## src/rtl/iq_byte_deinterleave.sv

```systemverilog
// rtl/iq_byte_deinterleave.sv - byte-stream I/Q deinterleaver and quantizer (optional IQ_CONJ_EN conjugates Q)
module iq_byte_deinterleave #(
    parameter int DATA_WIDTH = 32,
    parameter int BYTE_WIDTH = 8,
    parameter int QUANT_BITS = 10
) (
    input  logic                  clk,
    input  logic                  rst,
    output logic                  in_rd_en,
    input  logic                  in_empty,
    input  logic [BYTE_WIDTH-1:0] in_dout,
    output logic [DATA_WIDTH-1:0] i_out,
    output logic                  i_wr_en,
    input  logic                  i_full,
    output logic [DATA_WIDTH-1:0] q_out,
    output logic                  q_wr_en,
    input  logic                  q_full
);

    typedef enum logic [2:0] {
        S_I_LO,
        S_I_HI,
        S_Q_LO,
        S_Q_HI,
        S_WRITE
    } state_t;

    state_t                state_q, state_d;
    logic [BYTE_WIDTH-1:0] i_lo_q, i_lo_d;
    logic [BYTE_WIDTH-1:0] i_hi_q, i_hi_d;
    logic [BYTE_WIDTH-1:0] q_lo_q, q_lo_d;
    logic [BYTE_WIDTH-1:0] q_hi_q, q_hi_d;
    logic [DATA_WIDTH-1:0] i_quant;
    logic [DATA_WIDTH-1:0] q_quant;
    logic [DATA_WIDTH-1:0] q_sel;

    function automatic logic [DATA_WIDTH-1:0] quantize(input logic [15:0] s);
        logic [DATA_WIDTH-1:0] ext;
        ext = {{(DATA_WIDTH-16){s[15]}}, s};
        return ext << QUANT_BITS;
    endfunction

    assign i_quant = quantize({i_hi_q, i_lo_q});
    assign q_quant = quantize({q_hi_q, q_lo_q});

`ifdef IQ_CONJ_EN
    assign q_sel = -q_quant;
`else
    assign q_sel = q_quant;
`endif

    always_ff @(posedge clk or posedge rst) begin
        if (rst) begin
            state_q <= S_I_LO;
            i_lo_q  <= '0;
            i_hi_q  <= '0;
            q_lo_q  <= '0;
            q_hi_q  <= '0;
        end else begin
            state_q <= state_d;
            i_lo_q  <= i_lo_d;
            i_hi_q  <= i_hi_d;
            q_lo_q  <= q_lo_d;
            q_hi_q  <= q_hi_d;
        end
    end

    always_comb begin
        state_d  = state_q;
        i_lo_d   = i_lo_q;
        i_hi_d   = i_hi_q;
        q_lo_d   = q_lo_q;
        q_hi_d   = q_hi_q;
        in_rd_en = 1'b0;
        i_wr_en  = 1'b0;
        q_wr_en  = 1'b0;
        i_out    = '0;
        q_out    = '0;
        // Strobes stay quiet while reset is held so no byte is lost during it.
        if (!rst) begin
            case (state_q)
                S_I_LO: if (!in_empty) begin
                    in_rd_en = 1'b1;
                    i_lo_d   = in_dout;
                    state_d  = S_I_HI;
                end
                S_I_HI: if (!in_empty) begin
                    in_rd_en = 1'b1;
                    i_hi_d   = in_dout;
                    state_d  = S_Q_LO;
                end
                S_Q_LO: if (!in_empty) begin
                    in_rd_en = 1'b1;
                    q_lo_d   = in_dout;
                    state_d  = S_Q_HI;
                end
                S_Q_HI: if (!in_empty) begin
                    in_rd_en = 1'b1;
                    q_hi_d   = in_dout;
                    state_d  = S_WRITE;
                end
                S_WRITE: if (!i_full && !q_full) begin
                    i_wr_en = 1'b1;
                    q_wr_en = 1'b1;
                    i_out   = i_quant;
                    q_out   = q_sel;
                    state_d = S_I_LO;
                end
                default: state_d = S_I_LO;
            endcase
        end
    end

endmodule

```

## config.mk

```make
export PLATFORM = sky130hd
export DESIGN_NAME = iq_byte_deinterleave
export DESIGN_NICKNAME = d
export VERILOG_FILES = /design/src/rtl/iq_byte_deinterleave.sv
export SDC_FILE = /design/constraint.sdc
export NUM_CORES = 1
export LEC_CHECK = 0
export CAP_MARGIN = 20
export CORE_ASPECT_RATIO = 1.4
export CORE_MARGIN = 2
export CORE_UTILIZATION = 44
export CTS_CLUSTER_SIZE = 25
export DETAILED_ROUTE_END_ITERATION = 16
export GPL_TIMING_DRIVEN = 0
export HOLD_SLACK_MARGIN = 0.05
export PLACE_DENSITY = 0.92
export SLEW_MARGIN = 20
export SYNTH_ARGS = -nofsm -noshare
export SYNTH_HDL_FRONTEND = slang
export SYNTH_SLANG_ARGS = --single-unit
```

## constraint.sdc

```tcl
create_clock -name clk -period 4.26 [get_ports clk]
set_clock_uncertainty 0.05 [all_clocks]
set_input_delay 1.278 -clock clk [delete_from_list [all_inputs] [get_ports clk]]
set_output_delay 1.278 -clock clk [all_outputs]
set_load 0.05 [all_outputs]
```

Word level (Yosys, flattened, before mapping) --
Cells that the tools add are included.
Word-level totals: register bits 35, latch bits 0, bits in writable memories 0, bits in read-only memories 0, bits of input ports 13, output and inout bits 67, memories 0
Operators by class: add/sub/neg operators 0, $mul 0, div/mod/pow operators 0, order comparisons 0, equal/unequal tests 9, shift operators 0, multiplexer cells 18, bitwise operators 2, reductions and logical operators 10
Operators with widths (number):
- 2-to-1 mux 32 bit | 6
- 2-to-1 mux 3 bit | 5
- one-hot mux 3 bit (5 select lines) | 1
- AND reduction 3 bit | 4
- != test 2 bit (second input constant) | 5
- == test 3 x 2 -> 1 bit (second input constant) | 2
- 2-to-1 mux 1 bit | 6
- AND reduction 6 bit | 1
- OR reduction 4 bit | 1
- == test 3 x 1 -> 1 bit (second input constant) | 1
- == test 3 bit (second input constant) | 1
- logical NOT 3 bit | 1
- logical NOT 1 bit | 2
- NOT 1 bit | 2
- logical AND 1 bit | 1

Depth between registers and ports, before layout --
Gate-level depths: netlist of run 1.
depth in word-level cells 5, depth in mapped cells 5

Worst setup path after synthesis of run 1 --
No wires, ideal clock.
kind input to output, start in i_full, end out i_out[26], arrival 2694 ps, required time 2932 ps, setup slack 238 ps, stages on the path 4, path buffers 1, cells stage by stage or2_2 nor3b_4 and2_1 buf_4
Between the ends: cells in the longest elaborated chain, start to end 5
RTL lines:
- start, declared | line 14 | input logic i_full,
- logical NOT 1 bit | line 102 | S_WRITE: if (!i_full && !q_full) begin
- logical AND 1 bit | line 102
- 2-to-1 mux 32 bit | line 102
- 2-to-1 mux 32 bit | line 81 | case (state_q)
- 2-to-1 mux 32 bit | line 80 | if (!rst) begin
- end, declared | line 12 | output logic [DATA_WIDTH-1:0] i_out,
Every way passes these cells.

Worst setup path in the final report of run 1 --
start in i_full, end out i_out[21]
Same word-level chain as after synthesis.

==> metrics.md, run 1 <==
| Metric | Value |
|---|---|
| Flop and latch count out of synthesis | 35 |
| Status | finished, final reports clean |
| Slowest-stage cell, CP | clkdlybuf4s50_1 |
| Clock sinks | 35 |
| Die Y | 81.4 um |
| Mapped cell area | 0.00188 sq mm |
| Final setup fails | 0 |
| Drt drc | 0 |
| Vias in the first global route | 1,238 |
| Tot GR Track Use | 17.5% |
| Highest Signal Layer | met4 |
| Top-area cell type share of the netlist area | 46.6% |
| Startpoint class of the critical path | input port |
| CP endpoint kind | output port |
| Synth Warn # | 0 |
| Initial antenna violation count | 0 |
| CP Cell Sequence | clkdlybuf4s50_1 > or2_2 > nor3b_4 > buf_4 > buf_6 > and2_1 > buf_4 |
| Share of layout cells above drive strength 1 | 53.6% |
| CTS tree | done |
| Pre-antenna DRT Iters | 4 |
| Post-synth cell types | 20 |
| Worst R2R Path Depth | 4 |
| Unrepaired setup endpoints after global routing | false |
| Worst-Margin Slew | 0.702 ns |
| Root Driver | clkbuf_8 |
| Htree depth | 2 |
| Mean Syn Cell Area | 11.5 sq um |
| RR Startpoint | state_q[0] |
| Worst setup path class | input port to output port |
| CP max stage delay | 0.39 ns |
| Hold path start | i_lo_q[5] |
| Layout net count | 262 |
| Initial Util | 45.1% |
| Clock Path Buffers | 2 |
| Post-route cell area | 0.00261 sq mm |
| Largest net degree at the start of global routing | 36 |
| PortBufs | 58 |
| WL final | 3970 um |
| Slew Limit Fails | 0 |
| Routed WL per cell | 13.4 um |
| Critical Path AT | 2.85 ns |
| Crit-path most repeated cell | buf_4 |
| PD cells | 478 mW/mm^2 |
| Vias per inst | 4.52 |
| Max-slew headroom at the worst pin | 53.2% |
| Worst Path Required | 2.93 ns |
| Final hold vios | 0 |
| Max cap viols | 0 |
| Fin crit share | 98.1% |
| Post-layout min period | 4.18 ns |
| Total Power | 1.25 mW |
| Hold EP | i_lo_q[5] |
| Worst vdd ir | 282 uV |
| Full die area | 0.00482 sq mm |
| RePlAce Congestion | 0.721 |
| Synth-to-Final Area Change | 38.8% |
| Met2 WL | 2120 um |
| CTS buffer count | 5 |
| DRT met1 WL | 1460 um |
| Via count | 1,333 |
| Global-route wire length before repair | 6030 um |
| Total gr overflow | 0 |
| Std cell rows | 28 |
| Cells after Synth | 164 |
| Sequential fraction of the synthesis area | 46.6% |
| Area of the core | 0.00417 sq mm |
| F_max | 239 MHz |
| CP Max Fanout | 10 |
| Filler cell count | 383 |
| Clock Pin Slew Worst Setup and Hold Paths | 0.07 ns |
| Dominant cell type by area after synthesis | dfrtp_1 |
| Top Ports | 80 |
| WL met3 | 308 um |
| Post-DRT Antenna Nets | 0 |
| Clk_lat worst skew | 0.30 ns |
| WHS Path Cells | 1 |
| Reg2Reg Setup Slack | 2.67 ns |
| Die Wd | 59.3 um |
| Post-DP HPWL | 2910 um |
| Worst hold path class | flop to flop |
| P_leak | 1.37 nW |
| DRT iter0 DRCs | 24 |
| Antenna cells | 0 |
| Top cells by area, synth | dfrtp_1 (47%), mux2_2 (19%), buf_4 (15%) |
| R2r endpoint | i_lo_q[4] |
| Cell Area, Placed | 0.00259 sq mm |
synthesized netlist by cell type (all sizes together):
cell and number:
buf 39, dfrtp 35, and2 32, mux2 32, nor2 5, nand2 3, nor3 3, o21ai 3
a21oi 2, inv 2, and3 1, conb 1, mux2i 1, nand3 1, nand4 1, nor2b 1
nor3b 1, or2 1
layout make-up:
cell class / count / area, sq um / share of cell area [%]
tap: 45 / 56.3 / 2.16
sequential: 35 / 876 / 33.6
clock inverter: 2 / 35.0 / 1.34
clock buffer: 6 / 82.6 / 3.16
multi-input combinational: 107 / 785 / 30.1
inverter: 2 / 7.51 / 0.288
buffer: 39 / 299 / 11.5
timing repair buffer: 59 / 469 / 18.0
cell families (layout without fill, tap and decap cells):
kind of cell           Yosys count  count (layout)  synth area share [%]
AOI/OAI and AO/OA                5               5                  1.33
buffers and inverters           41             108                  15.7
DFF                             35              35                  46.6
muxes                           33              33                  19.7
other                            1              20                 0.199
and+or+nand+nor                 49              49                  16.5
cells in the final DEF (no fill, tap or decap), drive strengths merged:
cell type | synthesis | layout
inv | 2 | 2
bufinv | 0 | 1
nor2b | 1 | 1
nor3 | 3 | 3
nand2 | 3 | 3
or2 | 1 | 1
and2 | 32 | 32
nand4 | 1 | 1
and3 | 1 | 1
a21oi | 2 | 2
nor3b | 1 | 1
nor2 | 5 | 5
mux2i | 1 | 1
clkdlybuf4s50 | 0 | 12
dfrtp | 35 | 35
mux2 | 32 | 32
buf | 39 | 85
nand3 | 1 | 1
o21ai | 3 | 3
conb | 1 | 20
clkbuf | 0 | 6
clkinv | 0 | 1
clkdlybuf4s15 | 0 | 1
routing by layer:
metal,GRT usage (%),vias to the layer above
li1,-,654
met5,0,-
met3,5.57,7
met4,8.18,0
met2,30.2,59
met1,19.0,613
worst max-delay path by stage:
stage	cells past startpoint	to	slack [ns]	start
2_1_floorplan	4	i_out[26]	0.24	i_full
5_1_grt	7	i_out[21]	0.01	i_full
3_3_place_gp	6	i_out[26]	-0.60	i_full
4_1_cts	6	i_out[21]	-0.02	i_full
6_report	7	i_out[21]	0.08	i_full
3_5_place_dp	6	i_out[28]	-0.62	i_full
flip-flops by register name (all words and copies together) (netlist names):
name and flops:
q_lo_q 8, i_hi_q 8, state_q 3, i_lo_q 8, q_hi_q 8
through the flow:
stage	std cells	hold WS, ns	worst slack [ns]	setup TNS, ns	util [%]
floorplan	183	0.421	0.238	0	-
global placement	286	0.429	-0.597	-25.30	62.1
detailed placement	286	0.435	-0.622	-25.89	62.1
CTS	294	0.451	-0.0226	-0.0226	62.1
global route	295	0.465	0.0138	0	62.6
finish	295	0.448	0.0806	0	62.6
worst max-delay path, delay by kind of cell:
kind | cells | cell delay [ns]
buf+inv | 4 | 0.91
simple gates | 3 | 0.66
where the power goes:
part           internal, mW  total [mW]  switching [mW]
sequential            0.497       0.574          0.0775
combinational         0.190       0.361           0.171
clock                 0.189       0.311           0.122
total                 0.876        1.25           0.371
timing repair:
item                       CTS  global route
hold buffers                 0             0
pin swaps                    1             1
setup endpoints to repair   46            40
resized for setup          272             4
setup buffers                0             1
gates cloned                 0             0
Power figures use the tool's default switching activity.
==> run 2: changes to the inputs <==
Settings changed: CORE_ASPECT_RATIO 1.4 to 1.2.
==> run 2 against run 1 <==
Against the previous run: core utilization is 1.9 points lower; via count is 1.6% higher; fmax is 0.74% lower; combinational power hardly changed; routed wire length is 0.58% lower; setup slack worse by 0.031 ns; sequential share of layout area is 0.84 points higher; first-iteration DRC count is 38% lower; die area is 0.11% lower; critical path type unchanged; highest routed layer unchanged.
==> metrics.md, run 2 (synthesis gave the netlist of run 1 again) <==
| Metric | Value |
|---|---|
| Commonest non-fill, non-tap cell in the layout | buf_4 |
| Htree depth | 2 (unchanged) |
| Highest Signal Layer | met4 |
| Global-route wire length before repair | 6220 um (+3.2%) |
| Tot GR Track Use | 17.3% (-0.14 points) |
| Inst Count DP | 297 (+3.8%) |
| Critical Path AT | 2.88 ns (+0.03 ns) |
| Drt drc | 0 (unchanged) |
| Post-DRT Antenna Nets | 0 (unchanged) |
| CP Cell Sequence | clkdlybuf4s50_1 > or2_2 > nor3b_4 > and2_2 > buf_4 > buf_2 |
| CP endpoint kind | output port |
| Vias in the first global route | 1,292 (+4.4%) |
| WL final | 3940 um (-0.58%) |
| Startpoint class of the critical path | input port |
| PD cells | 454 mW/mm^2 (-5.0%) |
| P_leak | 1.31 nW (-3.8%) |
| Cell Area, Placed | 0.00260 sq mm (+0.53%) |
| Worst-Margin Slew | 0.709 ns (+0.00693 ns) |
| Multi-input gate area | 783 sq um (-0.16%) |
| F_max | 237 MHz (-0.74%) |
| Pre-antenna DRT Iters | 4 (unchanged) |
| Slowest-stage cell, CP | clkdlybuf4s50_1 |
| Final worst slack | 0.0494 ns (-0.0312 ns) |
| Final setup fails | 0 (unchanged) |
| Layout Utilization | 60.7% (-1.9 points) |
| CTS Hold Bufs | 0 (unchanged) |
| Layout net count | 261 (-0.38%) |
| Total gr overflow | 0 (unchanged) |
| PortBufs | 58 (unchanged) |
| Post-route cell area | 0.00255 sq mm (-2.4%) |
| Worst Path Required | 2.93 ns (about the same) |
| Via count | 1,354 (+1.6%) |
| Status | finished, final reports clean |
| Worst vdd ir | 305 uV (+8.3%) |
| Final hold vios | 0 (unchanged) |
| Setup TNS | 0 ns (unchanged) |
| Clk_lat worst skew | 0.28 ns (-0.02 ns) |
| Post-DP HPWL | 2930 um (+0.36%) |
| Met2 WL | 2050 um (-3.3%) |
| WL met3 | 315 um (+2.3%) |
| Clock Path Buffers | 2 (unchanged) |
| Slew Limit Fails | 0 (unchanged) |
| Worst setup path class | input port to output port |
| Share of layout cells above drive strength 1 | 52.6% (-0.97 points) |
| CP Max Fanout | 7 (-3) |
| Post-layout min period | 4.21 ns (+0.0312 ns) |
| WHS Path Cells | 1 (unchanged) |
| Hold slack | 0.448 ns (-0.0000390 ns) |
| Vias per inst | 4.47 (-1.1%) |
| Largest net degree at the start of global routing | 36 (unchanged) |
| Synth-to-Final Area Change | 35.4% |
| Max-slew headroom at the worst pin | 52.7% (-0.46 points) |
| Commonest non-fill, non-tap cells in the layout | buf_4 (38), clkbuf_4 (36), dfrtp_1 (35) |
| Filler cell count | 382 (-0.26%) |
| Fin crit share | 98.8% (+0.73 points) |
| Total Power | 1.16 mW (-7.3%) |
| Die Wd | 63.7 um (+7.5%) |
| Std cell rows | 26 (-7.1%) |
| Clock Pin Slew Worst Setup and Hold Paths | 0.06 ns (about the same) |
| CP max stage delay | 0.39 ns (about the same) |
| Worst R2R Path Depth | 4 (unchanged) |
| Place WS | -0.583 ns (+0.0394 ns) |
| Top Ports | 80 (unchanged) |
| Root Driver | clkbuf_8 |
| Full die area | 0.00482 sq mm (-0.11%) |
| Max cap viols | 0 (unchanged) |
| Finished Layout Cells | 303 (+2.7%) |
| DRT met1 WL | 1510 um (+3.4%) |
| FF+latch area | 876 sq um (unchanged) |
| Antenna cells | 0 (unchanged) |
| DRT iter0 DRCs | 15 (-38%) |
| Initial antenna violation count | 0 (unchanged) |
| Clock sinks | 35 (unchanged) |
| Worst hold path class | flop to flop |
| RePlAce Congestion | 0.701 (-2.7%) |
| Unrepaired setup endpoints after global routing | true |
| Initial Util | 44.8% (-0.30 points) |
| CTS tree | done |
| Die Y | 75.6 um (-7.1%) |
| CTS buffer count | 5 (unchanged) |
| Area of the core | 0.00420 sq mm (+0.66%) |
| Routed WL per cell | 13.0 um (-3.2%) |
run 2: per-layer routing:
| layer | vias up | track usage (%) |
|---|---|---|
| met5 | - | 0 |
| met3 | 6 | 4.43 |
| met1 | 639 | 18.0 |
| met4 | 0 | 6.76 |
| met2 | 61 | 33.8 |
| li1 | 648 | - |
run 2: area by class of cell:
| class | count | area share [%] |
|---|---|---|
| multi-input cells | 107 | 30.8 |
| plain buffers | 39 | 11.3 |
| clock buffers | 6 | 2.85 |
| repair buffers | 58 | 17.6 |
| inverters | 2 | 0.295 |
| well taps | 56 | 2.75 |
| flip-flops and latches | 35 | 34.4 |
run 2: power by group:
part	internal (mW)	switching, mW
Clock	0.109	0.105
Sequential	0.497	0.0823
Combinational	0.189	0.174
run 2: worst paths after layout:
kind | from | endpoint | slack, ns
worst max-delay path | i_full | i_out[30] | 0.05
worst min-delay path | i_lo_q[0] | i_lo_q[0] | 0.45
worst max register to register | state_q[0] | i_lo_q[1] | 2.65
worst min register to register | i_lo_q[0] | i_lo_q[0] | 0.45
max in group asynchronous | rst | q_lo_q[1] | 2.57
min in group asynchronous | rst | state_q[1] | 1.13
run 2: worst max-delay path: cells and delay by family:
kind | cells | cell delay [ns]
and+or+nand+nor | 3 | 0.86
buffers and inverters | 3 | 0.75
run 2: repair_timing:
item | CTS | global route
pin swaps | 0 | 0
gates cloned | 0 | 0
setup buffers | 0 | 0
hold endpoints to repair | 0 | 0
resized for setup | 223 | 42
setup endpoints to repair | 46 | 44
